## config.mk

```make
export PLATFORM = sky130hd
export DESIGN_NAME = char_argmin_pack
export DESIGN_NICKNAME = d
export VERILOG_FILES = /design/src/rtl/char_argmin_pack_pkg.sv /design/src/rtl/char_argmin_pack_slot.sv /design/src/rtl/char_argmin_pack.sv
export SDC_FILE = /design/constraint.sdc
export NUM_CORES = 1
export LEC_CHECK = 0
export CAP_MARGIN = 20
export CORE_MARGIN = 4
export CORE_UTILIZATION = 49
export DETAILED_ROUTE_END_ITERATION = 10
export HOLD_SLACK_MARGIN = 0.03
export PLACE_DENSITY = 0.74
export SYNTH_ARGS = -nofsm -noshare
export SYNTH_HDL_FRONTEND = slang
export SYNTH_SLANG_ARGS = --single-unit
```

## constraint.sdc

```tcl
create_clock -name clk -period 2.1 [get_ports clk]
set_input_delay 0.315 -clock clk [delete_from_list [all_inputs] [get_ports clk]]
set_output_delay 0.315 -clock clk [all_outputs]
set_load 0.005 [all_outputs]
```

## src/rtl/char_argmin_pack_pkg.sv

```systemverilog
// char_argmin_pack_pkg: shared widths, reject code and FSM encoding for the plate frame assembler
package char_argmin_pack_pkg;
  localparam int NUM_CHAR_DEF = 7;
  localparam int IDX_W_DEF = 4;
  localparam int DIFF_W_DEF = 16;
  localparam logic [IDX_W_DEF-1:0] REJECT_IDX = '1;
  typedef enum logic [1:0] {
    S_IDLE    = 2'd0,
    S_COLLECT = 2'd1,
    S_EMIT    = 2'd2
  } state_e;
endpackage

```

## src/rtl/char_argmin_pack_slot.sv

```systemverilog
// char_argmin_slot: running minimum-difference tracker for the character slot being collected
module char_argmin_slot #(
  parameter int IDX_W = 4,
  parameter int DIFF_W = 16
) (
  input  logic              clk,
  input  logic              rst_n,
  input  logic              clear_i,
  input  logic              take_i,
  input  logic              last_i,
  input  logic [IDX_W-1:0]  idx_i,
  input  logic [DIFF_W-1:0] diff_i,
  output logic [IDX_W-1:0]  best_idx_o,
  output logic [DIFF_W-1:0] best_diff_o
);
  logic              first_q;
  logic [IDX_W-1:0]  idx_q;
  logic [DIFF_W-1:0] diff_q;
  logic              upd;
  // a clear in the same cycle as a beat makes that beat the slot's first candidate
  assign upd = take_i && (first_q || clear_i || diff_i < diff_q);
  assign best_idx_o = upd ? idx_i : idx_q;
  assign best_diff_o = upd ? diff_i : diff_q;
  // best-so-far registers; the first-beat flag re-arms after each slot's last beat
  always_ff @(posedge clk or negedge rst_n) begin
    if (!rst_n) begin
      first_q <= 1'b1;
      idx_q <= '0;
      diff_q <= '0;
    end else begin
      first_q <= take_i ? last_i : (clear_i ? 1'b1 : first_q);
      idx_q <= best_idx_o;
      diff_q <= best_diff_o;
    end
  end
endmodule

```

## src/rtl/char_argmin_pack.sv

```systemverilog
// char_argmin_pack: per-slot argmin over candidate beats, packed into one frame per NUM_CHAR slots (CHAR_REJECT_EN enables the over-threshold reject code)
module char_argmin_pack
  import char_argmin_pack_pkg::*;
#(
  parameter int NUM_CHAR = NUM_CHAR_DEF,
  parameter int IDX_W = IDX_W_DEF,
  parameter int DIFF_W = DIFF_W_DEF
) (
  input  logic                       clk,
  input  logic                       rst_n,
  input  logic                       frame_start,
  input  logic                       cand_valid,
  output logic                       cand_ready,
  input  logic [IDX_W-1:0]           cand_index,
  input  logic [DIFF_W-1:0]          cand_diff,
  input  logic                       cand_last,
  input  logic [DIFF_W-1:0]          max_diff,
  output logic [NUM_CHAR*IDX_W-1:0]  char_index_c,
  output logic [NUM_CHAR*DIFF_W-1:0] char_diff_c,
  output logic                       char_valid_c
);
  localparam int SW = $clog2(NUM_CHAR + 1);
  state_e                     state_q;
  logic [SW-1:0]              slot_q;
  logic [SW-1:0]              commit_slot;
  logic [IDX_W-1:0]           slot_idx_q [NUM_CHAR];
  logic [IDX_W-1:0]           slot_idx_d [NUM_CHAR];
  logic [DIFF_W-1:0]          slot_diff_q [NUM_CHAR];
  logic [DIFF_W-1:0]          slot_diff_d [NUM_CHAR];
  logic [IDX_W-1:0]           best_idx;
  logic [IDX_W-1:0]           store_idx;
  logic [DIFF_W-1:0]          best_diff;
  logic [NUM_CHAR*IDX_W-1:0]  pack_idx;
  logic [NUM_CHAR*DIFF_W-1:0] pack_diff;
  logic                       accept;
  logic                       commit;
  logic                       frame_done;
  assign cand_ready = state_q != S_EMIT;
  assign accept = cand_valid && cand_ready;
  assign commit = accept && cand_last;
  assign commit_slot = frame_start ? '0 : slot_q;
  assign frame_done = commit && commit_slot == SW'(NUM_CHAR - 1);
  char_argmin_slot #(.IDX_W(IDX_W), .DIFF_W(DIFF_W)) u_slot (
    .clk        (clk),
    .rst_n      (rst_n),
    .clear_i    (frame_start),
    .take_i     (accept),
    .last_i     (cand_last),
    .idx_i      (cand_index),
    .diff_i     (cand_diff),
    .best_idx_o (best_idx),
    .best_diff_o(best_diff)
  );
`ifdef CHAR_REJECT_EN
  assign store_idx = best_diff > max_diff ? {IDX_W{1'b1}} : best_idx;
`else
  logic unused_max_diff;
  assign unused_max_diff = ^max_diff;
  assign store_idx = best_idx;
`endif
  // slot array with this cycle's commit folded in, so the final slot can be packed on its own commit edge
  always_comb begin
    slot_idx_d = slot_idx_q;
    slot_diff_d = slot_diff_q;
    pack_idx = '0;
    pack_diff = '0;
    if (commit) begin
      slot_idx_d[commit_slot] = store_idx;
      slot_diff_d[commit_slot] = best_diff;
    end
    for (int k = 0; k < NUM_CHAR; k++) begin
      pack_idx[(NUM_CHAR-k)*IDX_W-1 -: IDX_W] = slot_idx_d[k];
      pack_diff[(NUM_CHAR-k)*DIFF_W-1 -: DIFF_W] = slot_diff_d[k];
    end
  end
  // frame FSM with slot counter, slot storage and registered frame outputs
  always_ff @(posedge clk or negedge rst_n) begin
    if (!rst_n) begin
      state_q <= S_IDLE;
      slot_q <= '0;
      char_index_c <= '0;
      char_diff_c <= '0;
      char_valid_c <= 1'b0;
      for (int k = 0; k < NUM_CHAR; k++) begin
        slot_idx_q[k] <= '0;
        slot_diff_q[k] <= '0;
      end
    end else begin
      slot_idx_q <= slot_idx_d;
      slot_diff_q <= slot_diff_d;
      char_valid_c <= frame_done;
      char_index_c <= frame_done ? pack_idx : char_index_c;
      char_diff_c <= frame_done ? pack_diff : char_diff_c;
      if (state_q == S_EMIT) begin
        state_q <= frame_start ? S_COLLECT : S_IDLE;
        slot_q <= '0;
      end else begin
        state_q <= frame_done ? S_EMIT : ((frame_start || accept) ? S_COLLECT : state_q);
        slot_q <= commit ? commit_slot + SW'(1) : (frame_start ? '0 : slot_q);
      end
    end
  end
endmodule
```

Word-level counts from Yosys, hierarchy flattened
Index checks and enable logic that the tools add are counted.
Word-level totals
  flip-flop bits (word level): 307
  bits of input ports: 41
  word-level logic and storage cells: 59
Operators by class
  add/subtract/negate cells: 1
  order comparisons: 3
  equality and inequality tests: 3
  mux-type cells: 19
  bitwise operators: 1
  reduce and logical (&&, ||, !) cells: 10
Operator list (count)
  $bwmux 112: 1
  $mux 112: 1
  $demux 16 s3: 1
  $mux 16: 2
  $bwmux 28: 1
  $mux 28: 1
  $lt 16x16->1: 1
  $demux 4 s3: 1
  $mux 3: 3
  $mux 4: 2
  $mux 2: 3
  $logic_and 1x1->1: 5
  $ge 4x4->1 const B: 1
  $lt 4x1->1 const B: 1
  $not 3->4: 1
  $add 3x1->3 const B: 1
  $eq 3x3->1 const B: 1
  $logic_or 1x1->1: 3
  $mux 1: 3
  $reduce_bool 3->1: 1
  $eq 2x2->1 const B: 1
  $ne 2x2->1 const B: 1
  $reduce_bool 2->1: 1

Logic depth before layout (Yosys ltp)
Gate-level depths: netlist of run 1.
  depth after elaboration: 8
  mapped depth: 11
  gate-level depth less buffers: 9

Cells and area by module
Synthesis of run 1 repeated with hierarchy kept, for this count alone.
Second synthesis, totals
  cells, all modules: 1014
  area total of the unflattened synthesis: 13789.5 µm²
By module, submodules not included
  char_argmin_pack: instances 1, cells an instance 830, area each 12109.1 µm², sequential area each 7156.9 µm²
  char_argmin_slot: instances 1, cells an instance 184, area each 1680.4 µm², sequential area each 526.8 µm²

Worst setup path after synthesis of run 1
Ideal clock, no wire load.
  path kind: register to register
  start: register u_slot.diff_q[15]
  end: register char_diff_c[31]
  library setup time: 133 ps
  arrival: 2035 ps
  required time: 1967 ps
  path slack: -68 ps
  stages on the path, launching flop included: 11
  cells stage by stage: dfrtp_1 > inv_1 > ha_1 > nand4_1 > nor3_2 > o2111ai_2 > a31oi_4 > buf_6 > mux2i_2 > buf_6 > o221ai_2
On the way
  cells in the longest elaborated chain, start to end: 6
Ends and longest elaborated chain
  from (decl): line char_argmin_pack_slot.sv:18  | logic [DIFF_W-1:0] diff_q;
  from (signal assigned): line char_argmin_pack_slot.sv:33  | diff_q <= best_diff_o;
  $lt 16x16->1: line char_argmin_pack_slot.sv:21  | assign upd = take_i && (first_q || clear_i || diff_i < diff_q);
  $logic_or 1x1->1: line char_argmin_pack_slot.sv:21
  $logic_and 1x1->1: line char_argmin_pack_slot.sv:21
  $mux 16 *: line char_argmin_pack_slot.sv:23  | assign best_diff_o = upd ? diff_i : diff_q;
  $bwmux 112 *: line char_argmin_pack.sv:69  | slot_diff_d[commit_slot] = best_diff;
  $mux 112 *: line char_argmin_pack.sv:67  | if (commit) begin
  to (signal assigned): line char_argmin_pack.sv:93  | char_diff_c <= frame_done ? pack_diff : char_diff_c;
  to (decl): line char_argmin_pack.sv:19  | output logic [NUM_CHAR*DIFF_W-1:0] char_diff_c,
Every way passes the cells marked *; elsewhere a longest branch is shown, timed or not.
A chain may end at the register's enable or synchronous reset.

Worst setup path in the final report of run 1
  start: register u_slot.diff_q[13]
  end: register slot_diff_q[86] (netlist name)
On the way
  cells in the longest elaborated chain, start to end: 6
Ends and longest elaborated chain
  $lt 16x16->1: line char_argmin_pack_slot.sv:21
  $logic_or 1x1->1: line char_argmin_pack_slot.sv:21
  $logic_and 1x1->1: line char_argmin_pack_slot.sv:21
  $mux 16: line char_argmin_pack_slot.sv:23
  $bwmux 112: line char_argmin_pack.sv:69
  $mux 112: line char_argmin_pack.sv:67
  net pack_diff[86]: line char_argmin_pack.sv:34  | logic [NUM_CHAR*DIFF_W-1:0] pack_diff;
  to (signal assigned): line char_argmin_pack.sv:90  | slot_diff_q <= slot_diff_d;
  to (decl): line char_argmin_pack.sv:28  | logic [DIFF_W-1:0] slot_diff_q [NUM_CHAR];
The timed path passes the listed nets, and every way through them passes these cells.

==> metrics.txt, run 1 <==
outcome=finished, violations left; failing checks=negative setup slack; Final Routed Wirelength=29330 um; ANT nets after route=0; Row Count=57; Final Slew Violations=0; Reg clk slew, reported paths=about 0.060 ns; vias in the first global route=8922; Max Freq=roughly 400 MHz; final-report hold violation count=0; die area=around 0.027 mm2; core area=0.02432 mm2; Port Buffer Count=approximately 170; P per Cell Area=843.4 mW/mm2; Leakage=7.355 nW; via density per instance=5.288; Worst-Margin Slew=approximately 0.50 ns; Synth Register Bits=between 300 and 400; CP Data Required Time=2.54 ns; Seq/Total Area, Yosys=0.6358; yosys warns=0; number of remaining DRC errors=0; part of the cycle the worst path needs=1.183; via count=8874; startpoint types=flop; initial antenna violation count=0; min cycle time layout=2.483 ns; Root Driver=clkbuf_16; DP HPWL=between 20000 and 25000 um; first-pass GRT wire length=47360 um; largest net degree at the start of global routing=63; Die W=between 150 and 200 um; htree depth=1; placed cell area=~0.015 mm2; die height=165.0 um; drt wl/cell=between 15 and 20 um; worst-skew pair later-pin latency=0.56 ns; io pins=183; final worst slack=-0.3833 ns; hold slack=0.2876 ns; Antenna Cells=0; ratio of cells with drive above 1 in the final layout=0.1669; Design Power=between 0.01 and 0.015 W; P&R area growth vs syn=31.81%; endpoint type of the worst setup path=flop; fillcell total=1858; relative slew slack=0.6662; VDD IR max=0.6290 mV; syn avg cell area=10.81 um2; Netlist Area Pre-Place=0.01208 mm2; Max clock buf depth=3; fin area=0.01593 mm2; post-synthesis cell count=around 1100; Hold WC Path Type=in2async; critical path type=reg2reg; RSZ-0062 raised after global routing=true; crit path DAT=2.92 ns; Unique masters post-synth=48; TritonCTS Sinks=307; CTS tree=built; Mapped Nets=~1200; GRT Util Overall=0.2163; most frequent cells in the layout=306 x dfrtp_1, 214 x nand2_1, 165 x clkdlybuf4s50_1, 114 x o21ai_1, 93 x o21ai_0; drt first pass iters=7; total negative setup slack=-65.89 ns; crit-path max FO=12; grt total ovfl=0; commonest non-fill, non-tap cell in the layout=dfrtp_1; Maximum Capacitance Violations=0; Worst Reg-to-Reg Cells=10; setup violators final=220; Setup Skew=0.01769 ns; Final Wtd Congestion=0.8234; initial drt markers=602; fin util=0.6549; CTS Buf Count=31; Starting Density=0.4969; Layout Nets=1388
## sequential cells by signal (all words and copies together), names as in the netlist
register	count
char_diff_c	112
slot_diff_q	112
char_index_c	28
slot_idx_q	28
u_slot.diff_q	16
u_slot.idx_q	4
slot_q	3
state_q	2
char_valid_c	1
u_slot.first_q	1
## where the power goes
group	total (W)	switching, W	internal, W
sequential	0.00644	0.000136	0.00630
combinational	0.00157	0.000949	0.000623
clock	0.00543	0.00225	0.00318
total	0.0134	0.00334	0.0101
## what timing repair did
action | in CTS | in global routing
buffers inserted | 0 | 4
hold buffers | 1 | 0
pin swaps | 5 | 10
resized for setup | 13 | 47
setup endpoints to repair | 220 | 220
cloned | 0 | 3
endpoints found under the hold margin | 54 | 0
## metrics by stage
stage | std cells | worst slack, ns
after floorplan | 1118 | 0.001452
after global placement | 1613 | -0.7401
after detailed placement | 1613 | -0.8177
after CTS | 1671 | -0.3768
after global routing | 1678 | -0.5225
final | 1678 | -0.3833
## worst paths after layout
path / startpoint / end / slack, ns
worst max-delay path: u_slot.diff_q[13] / slot_diff_q[86] / -0.38
worst min-delay path: rst_n / char_diff_c[68] / 0.29
worst max register to register: u_slot.diff_q[13] / slot_diff_q[86] / -0.38
worst min register to register: slot_diff_q[64] / slot_diff_q[64] / 0.47
max in group asynchronous: rst_n / u_slot.first_q / 1.09
min in group clk: slot_diff_q[64] / slot_diff_q[64] / 0.47
## cell usage after synthesis (all sizes together)
library cell / n / area share
dfrtp: 306 / 0.63
o21ai: 224 / 0.095
nand2: 215 / 0.067
a21oi: 68 / 0.030
nor2: 50 / 0.016
clkbuf: 44 / 0.014
buf: 42 / 0.025
inv: 41 / 0.013
and3: 21 / 0.011
a22oi: 20 / 0.012
mux2i: 20 / 0.017
o221ai: 19 / 0.024
ha: 17 / 0.018
nor3: 5 / 0.0029
o21a: 3 / 0.0019
dlygate4sd1: 2 / 0.0014
nand3: 2 / 0.0012
nand4: 2 / 0.0023
or3: 2 / 0.0010
a2111o: 1 / 0.00093
a211oi: 1 / 0.00062
a2bb2oi: 1 / 0.00072
a31oi: 1 / 0.0018
a41o: 1 / 0.00083
and4: 1 / 0.00072
dfstp: 1 / 0.0022
dlymetal6s2s: 1 / 0.0010
nand2b: 1 / 0.0011
nor2b: 1 / 0.0011
nor4: 1 / 0.0010
o2111ai: 1 / 0.0012
or2: 1 / 0.00052
or4: 1 / 0.00062
xnor2: 1 / 0.00072
## logic make-up (layout without fill, tap and decap cells)
kind of cell / Yosys count / in the layout / synth area share
AOI/OAI and AO/OA: 340 / 340 / 0.1687
DFF: 307 / 307 / 0.6358
and+or+nand+nor: 303 / 303 / 0.1060
buffers and inverters: 130 / 366 / 0.05426
muxes: 20 / 20 / 0.01688
adders and majority gates: 17 / 17 / 0.01760
xor gates and xnor gates: 1 / 1 / 0.0007249
## critical path, stage by stage, from the launching register on
cell and delay (ns):
dfrtp_1 0.37, inv_1 0.06, ha_1 0.29, nand4_1 0.16
nor3_2 0.22, o2111ai_2 0.20, a31oi_4 0.26, buf_12 0.20
mux2i_4 0.31, buf_4 0.21, o21ai_1 0.08
## metal layers
metal  up-vias  GRT usage  share of wire
met5         -          0              0
met4         0    0.03705          0.013
met3        36    0.04218          0.063
met2       239     0.3417           0.46
met1      4347     0.3192           0.46
li1       4252          -              -
## area by class of cell
| cell class | count | area [um2] | area share |
|---|---|---|---|
| Inverter | 41 | 156.4 | 0.009819 |
| Sequential cell | 307 | 7684 | 0.4824 |
| Tap cell | 324 | 405.4 | 0.02545 |
| Clock buffer | 43 | 880.8 | 0.05530 |
| Multi-Input combinational cell | 681 | 3934 | 0.2470 |
| Clock inverter | 14 | 137.6 | 0.008641 |
| Timing Repair Buffer | 268 | 2730 | 0.1714 |
Note: power is estimated with default switching activity, not from simulation.
==> inputs of run 2 (changes only) <==
Settings changed: CORE_MARGIN 4 to default, REMOVE_ABC_BUFFERS from default to 1.
==> run 2 against run 1 <==
The flow still finishes with violations (negative setup slack). Die area fell by 7.1%. First-iteration DRC count fell by 6.8%. Power fell by 0.79%. Clock-buffer cell count fell by 5. Register-to-register slack improved by 0.11 ns. Hold slack improved by 0.019 ns. Critical path type unchanged.
==> metrics.txt, run 2 (synthesis results as in run 1) <==
Hold WC Path Type=in2async; P per Cell Area=844.6 mW/mm2; total negative setup slack=-47.46 ns; largest net degree at the start of global routing=69; min cycle time layout=2.377 ns; Final Slew Violations=0; final-report hold violation count=0; io pins=183; CTS Buf Count=30; crit path DAT=2.79 ns; RSZ-0062 raised after global routing=true; CP top delay family=compound AO/OA/AOI/OAI gates; number of remaining DRC errors=0; Max Freq=between 400 and 500 MHz; Port Buffer Count=166; critical path type=reg2reg; CP Data Required Time=2.52 ns; P&R area growth vs syn=30.59%; critical-path cell list=inv_2 > ha_4 > nand4_1 > nor3_2 > o2111ai_2 > a31oi_4 > buf_12 > mux2i_4 > buf_6 > o21ai_1; placed cell count=1613; Reg clk slew, reported paths=0.07 ns; Final Routed Wirelength=29330 um; GRT Util Overall=0.2381; core area=approximately 0.024 mm2; via count=around 8900; Worst-Margin Slew=roughly 0.49 ns; Die W=159.0 um; post-route insts no fill=approximately 1700; Root Driver=clkbuf_16; via density per instance=5.313; fillcell total=around 1900; DP HPWL=19190 um; relative slew slack=0.6733; grt total ovfl=0; slowest stage delay, CP=slightly below 0.4 ns; pre-CTS WS=-0.6836 ns; Final Wtd Congestion=0.8228; drt first pass iters=5; VDD IR max=slightly below 0.6 mV; commonest non-fill, non-tap cell in the layout=dfrtp_1; htree depth=1; Max clock buf depth=3; setup violators final=between 200 and 250; startpoint types=flop; R2R Setup Slk=-0.28 ns; drt wl/cell=17.50 um; part of the cycle the worst path needs=1.132; most frequent cells in the layout=306 x dfrtp_1, 212 x nand2_1, 165 x clkdlybuf4s50_1, 129 x o21ai_1, 86 x o21ai_0; TritonCTS Sinks=307; initial drt markers=approximately 560; ratio of cells with drive above 1 in the final layout=0.1591; die area=around 0.025 mm2; worst-skew pair later-pin latency=approximately 0.54 ns; CP max stage cell=dfrtp_1; failing checks=negative setup slack; CTS tree=built; outcome=finished, violations left; vias in the first global route=between 8000 and 9000; top flop regs=char_diff_c: 112 flops, slot_diff_q: 112 flops; Row Count=57; Starting Density=0.4983; Layout Nets=between 1000 and 1500; Leakage=7.290 nW; Maximum Capacitance Violations=0; initial antenna violation count=0; final worst slack=-0.2773 ns; CP bufs+invs=3; Setup Skew=about 0.0084 ns; crit-path max FO=14; die height=roughly 160 um; ANT nets after route=0; endpoint type of the worst setup path=flop; first-pass GRT wire length=48130 um; Design Power=0.01333 W
==> run 2: cell types whose count changed in the layout (fill, tap and decap cells not counted), moves of 6 or more <==
cell / previous run / this run
o21ai_0: 93 / 86
o21ai_1: 114 / 129
mux2i_1: 10 / 16
buf_4: 70 / 77
o21ai_2: 16 / 8
==> run 2: per-layer routing <==
layer	vias to the layer above	routed length [um]	GRT usage
met1	4390	13670	0.3513
met2	239	13650	0.3756
met5	-	0	0
met4	0	518	0.05769
met3	43	1492	0.03334
li1	4232	-	-
==> run 2: report_power, final <==
| part | total, W | internal, W | switching (W) |
|---|---|---|---|
| Combinational | 0.00137 | 0.000522 | 0.000853 |
| Sequential | 0.00643 | 0.00630 | 0.000133 |
| Clock | 0.00552 | 0.00324 | 0.00228 |
==> run 2: layout make-up <==
class	count	area [um2]	area share
Sequential cell	307	7684	0.4869
Timing Repair Buffer	266	2651	0.1680
Inverter	41	156.4	0.009911
Clock buffer	38	852.1	0.05400
Clock inverter	18	183.9	0.01166
Multi-Input combinational cell	681	3845	0.2437
Tap cell	324	405.4	0.02569
Antenna cell	1	2.502	0.0001586
==> run 2: path summary, 6_finish.rpt <==
check / start / cells after the start / endpoint
worst max-delay path: u_slot.diff_q[15] / 10 / slot_diff_q[81]
worst min-delay path: rst_n / 2 / slot_diff_q[103]
worst max register to register: u_slot.diff_q[15] / 10 / slot_diff_q[81]
worst min register to register: slot_diff_q[79] / 2 / slot_diff_q[79]
max in group asynchronous: rst_n / 3 / char_diff_c[62]
min in group clk: slot_diff_q[79] / 2 / slot_diff_q[79]
==> run 2: stage by stage <==
stage / utilization / cell area [um2] / hold WS (ns)
after CTS: 0.6491 / 15740 / 0.3072
after floorplan: - / 11580 / 0.01941
after global placement: 0.6028 / 14620 / 0.2787
final: 0.6508 / 15780 / 0.3063
after global routing: 0.6507 / 15780 / 0.3326
after detailed placement: 0.6028 / 14620 / 0.2823
==> run 2: what timing repair did <==
item                                    CTS  global route
hold buffers                              1             0
setup buffers                             2             0
resized for setup                        19            20
gates cloned                              1             2
pin swaps                                22             5
hold endpoints to repair                 52             0
endpoints found under the setup margin  220           220
==> run 2: worst reg2reg max path, delay by kind of cell (launching register included) <==
| kind | cells | cell delay (ns) |
|---|---|---|
| AOI/OAI and AO/OA | 3 | 0.50 |
| adders and majority gates | 1 | 0.26 |
| buffers and inverters | 3 | 0.43 |
| DFF | 1 | 0.39 |
| muxes | 1 | 0.30 |
| and+or+nand+nor | 2 | 0.36 |
==> inputs of run 3 (changes only) <==
Settings changed: CORE_UTILIZATION 49 to 33, PLACE_DENSITY 0.74 to 0.53.
==> run 3 against run 2 <==
The run ends with design-rule violations, negative setup slack left. Design area grew 4.3%. Hold slack gained 0.00069 ns. Clock-buffer cell count grew 14. Combinational power grew 11%. Highest routed layer unchanged. Maximum frequency shrank 4.1%. Critical path depth grew 1.
==> metrics.txt, run 3 (synthesis results as in run 1) <==
outcome=finished, violations left; failing checks=design-rule violations, negative setup slack; io pins=183; final worst slack=-0.3801 ns; critical path type=reg2reg; Port Buffer Count=166; CTS Buf Count=35; Final Slew Violations=0; Row Count=69; top flop regs=char_diff_c: 112 flops, slot_diff_q: 112 flops; worst-skew pair later-pin latency=about 0.51 ns; crit path DAT=roughly 2.9 ns; P&R area growth vs syn=36.18%; part of the cycle the worst path needs=1.181; ANT nets after route=0; R2R Setup Slk=-0.38 ns; TritonCTS Sinks=307; Root Driver=clkbuf_16; GRT Util Overall=0.1701; Worst Reg-to-Reg Cells=11; Layout Nets=roughly 1400; first-pass GRT wire length=49950 um; Die W=193.4 um; DP HPWL=21750 um; initial drt markers=460; drt wl/cell=17.59 um; P per Cell Area=849.9 mW/mm2; CTS tree=built; final-report hold violation count=0; pre-CTS WS=-0.7790 ns; Final Routed Wirelength=32110 um; ratio of cells with drive above 1 in the final layout=0.1746; relative slew slack=0.7241; setup violators final=220; Final Wtd Congestion=0.7303; Hold WC Path Type=in2async; most frequent cells in the layout=306 x dfrtp_1, 212 x nand2_1, 165 x clkdlybuf4s50_1, 118 x o21ai_1, 88 x o21ai_0; initial antenna violation count=0; die height=roughly 190 um; endpoint type of the worst setup path=flop; Maximum Capacitance Violations=0; die area=0.03739 mm2; Design Power=roughly 0.014 W; core area=0.03583 mm2; Setup Skew=0.01068 ns; reg2reg start=u_slot.diff_q[15]; Max Freq=403.2 MHz; via density per instance=about 4.8; largest net degree at the start of global routing=60; Worst-Margin Slew=0.4138 ns; Starting Density=0.3373; total negative setup slack=-72.36 ns; Leakage=7.514 nW; CP Data Required Time=roughly 2.5 ns; worst r2r dst=char_diff_c[20]; vias in the first global route=8582; startpoint types=flop; htree depth=2; crit-path max FO=7; Max clock buf depth=3; via count=8671; VDD IR max=0.4332 mV; drt first pass iters=10; grt total ovfl=0; commonest non-fill, non-tap cell in the layout=dfrtp_1; number of remaining DRC errors=30; min cycle time layout=2.480 ns; Reg clk slew, reported paths=0.06 ns; RSZ-0062 raised after global routing=true
## run 3: changes by cell type in the layout (fill, tap and decap cells not counted), sizes merged
| cell | delta |
|---|---|
| bufinv | -1 |
| clkinv | -5 |
| inv | +1 |
| clkinvlp | -5 |
| clkbuf | +15 |
| buf | +7 |
## run 3: metrics by stage
stage	area, um2	hold WS, ns	std cells	util
after global placement	14960	0.2516	1751	0.4175
after detailed placement	14960	0.2494	1751	0.4175
after global routing	16450	0.3431	1824	0.4592
after floorplan	11580	0.01941	1029	-
after CTS	16120	0.3119	1812	0.4498
final	16460	0.3070	1825	0.4593
## run 3: worst max-delay path: stages (launching register included)
cell and delay (ns):
dfrtp_1 0.39, inv_2 0.06, ha_4 0.26, nand4_1 0.17, nor3_2 0.22, o2111ai_2 0.19
a31oi_4 0.23, buf_12 0.15, clkbuf_16 0.17, mux2i_4 0.27, buf_6 0.16, o221ai_2 0.08
## run 3: layout make-up
class,count,area (um2)
repair buffers,274,2947
clock buffers,52,1042
multi-input cells,681,3951
diodes,1,2.502
flip-flops and latches,307,7684
clock inverters,8,96.34
fillers,3387,19370
inverters,41,156.4
well taps,461,576.8
## run 3: what timing repair did
action                                  4_1_cts  5_1_grt
endpoints found under the setup margin      220      220
gates cloned                                  0        7
pin swaps                                    15       17
resized for setup                            14       59
buffers inserted                              0        5
hold buffers                                  1        0
endpoints found under the hold margin        40        0
## run 3: report_power, final
part           internal [W]  total, W  switching (W)
registers           0.00630   0.00643       0.000126
logic              0.000622   0.00152       0.000901
clock network       0.00367   0.00604        0.00236
## run 3: metal layers
| metal | global-route usage | share of wire |
|---|---|---|
| met3 | 0.03103 | 0.040 |
| met5 | 0 | 0 |
| met4 | 0.03852 | 0.016 |
| met2 | 0.2711 | 0.46 |
| met1 | 0.2410 | 0.48 |
## run 3: worst max path at each step
stage / start / end / slack, ns / depth (start not counted)
final: u_slot.diff_q[15] / char_diff_c[20] / -0.38 / 11
after global routing: u_slot.diff_q[15] / char_diff_c[24] / -0.50 / 11
after CTS: u_slot.diff_q[15] / char_diff_c[31] / -0.35 / 10
after detailed placement: cand_diff[14] / char_diff_c[22] / -0.78 / 10
after global placement: cand_diff[13] / char_diff_c[31] / -0.65 / 10
after floorplan: state_q[1] / char_diff_c[47] / -3.02 / 7
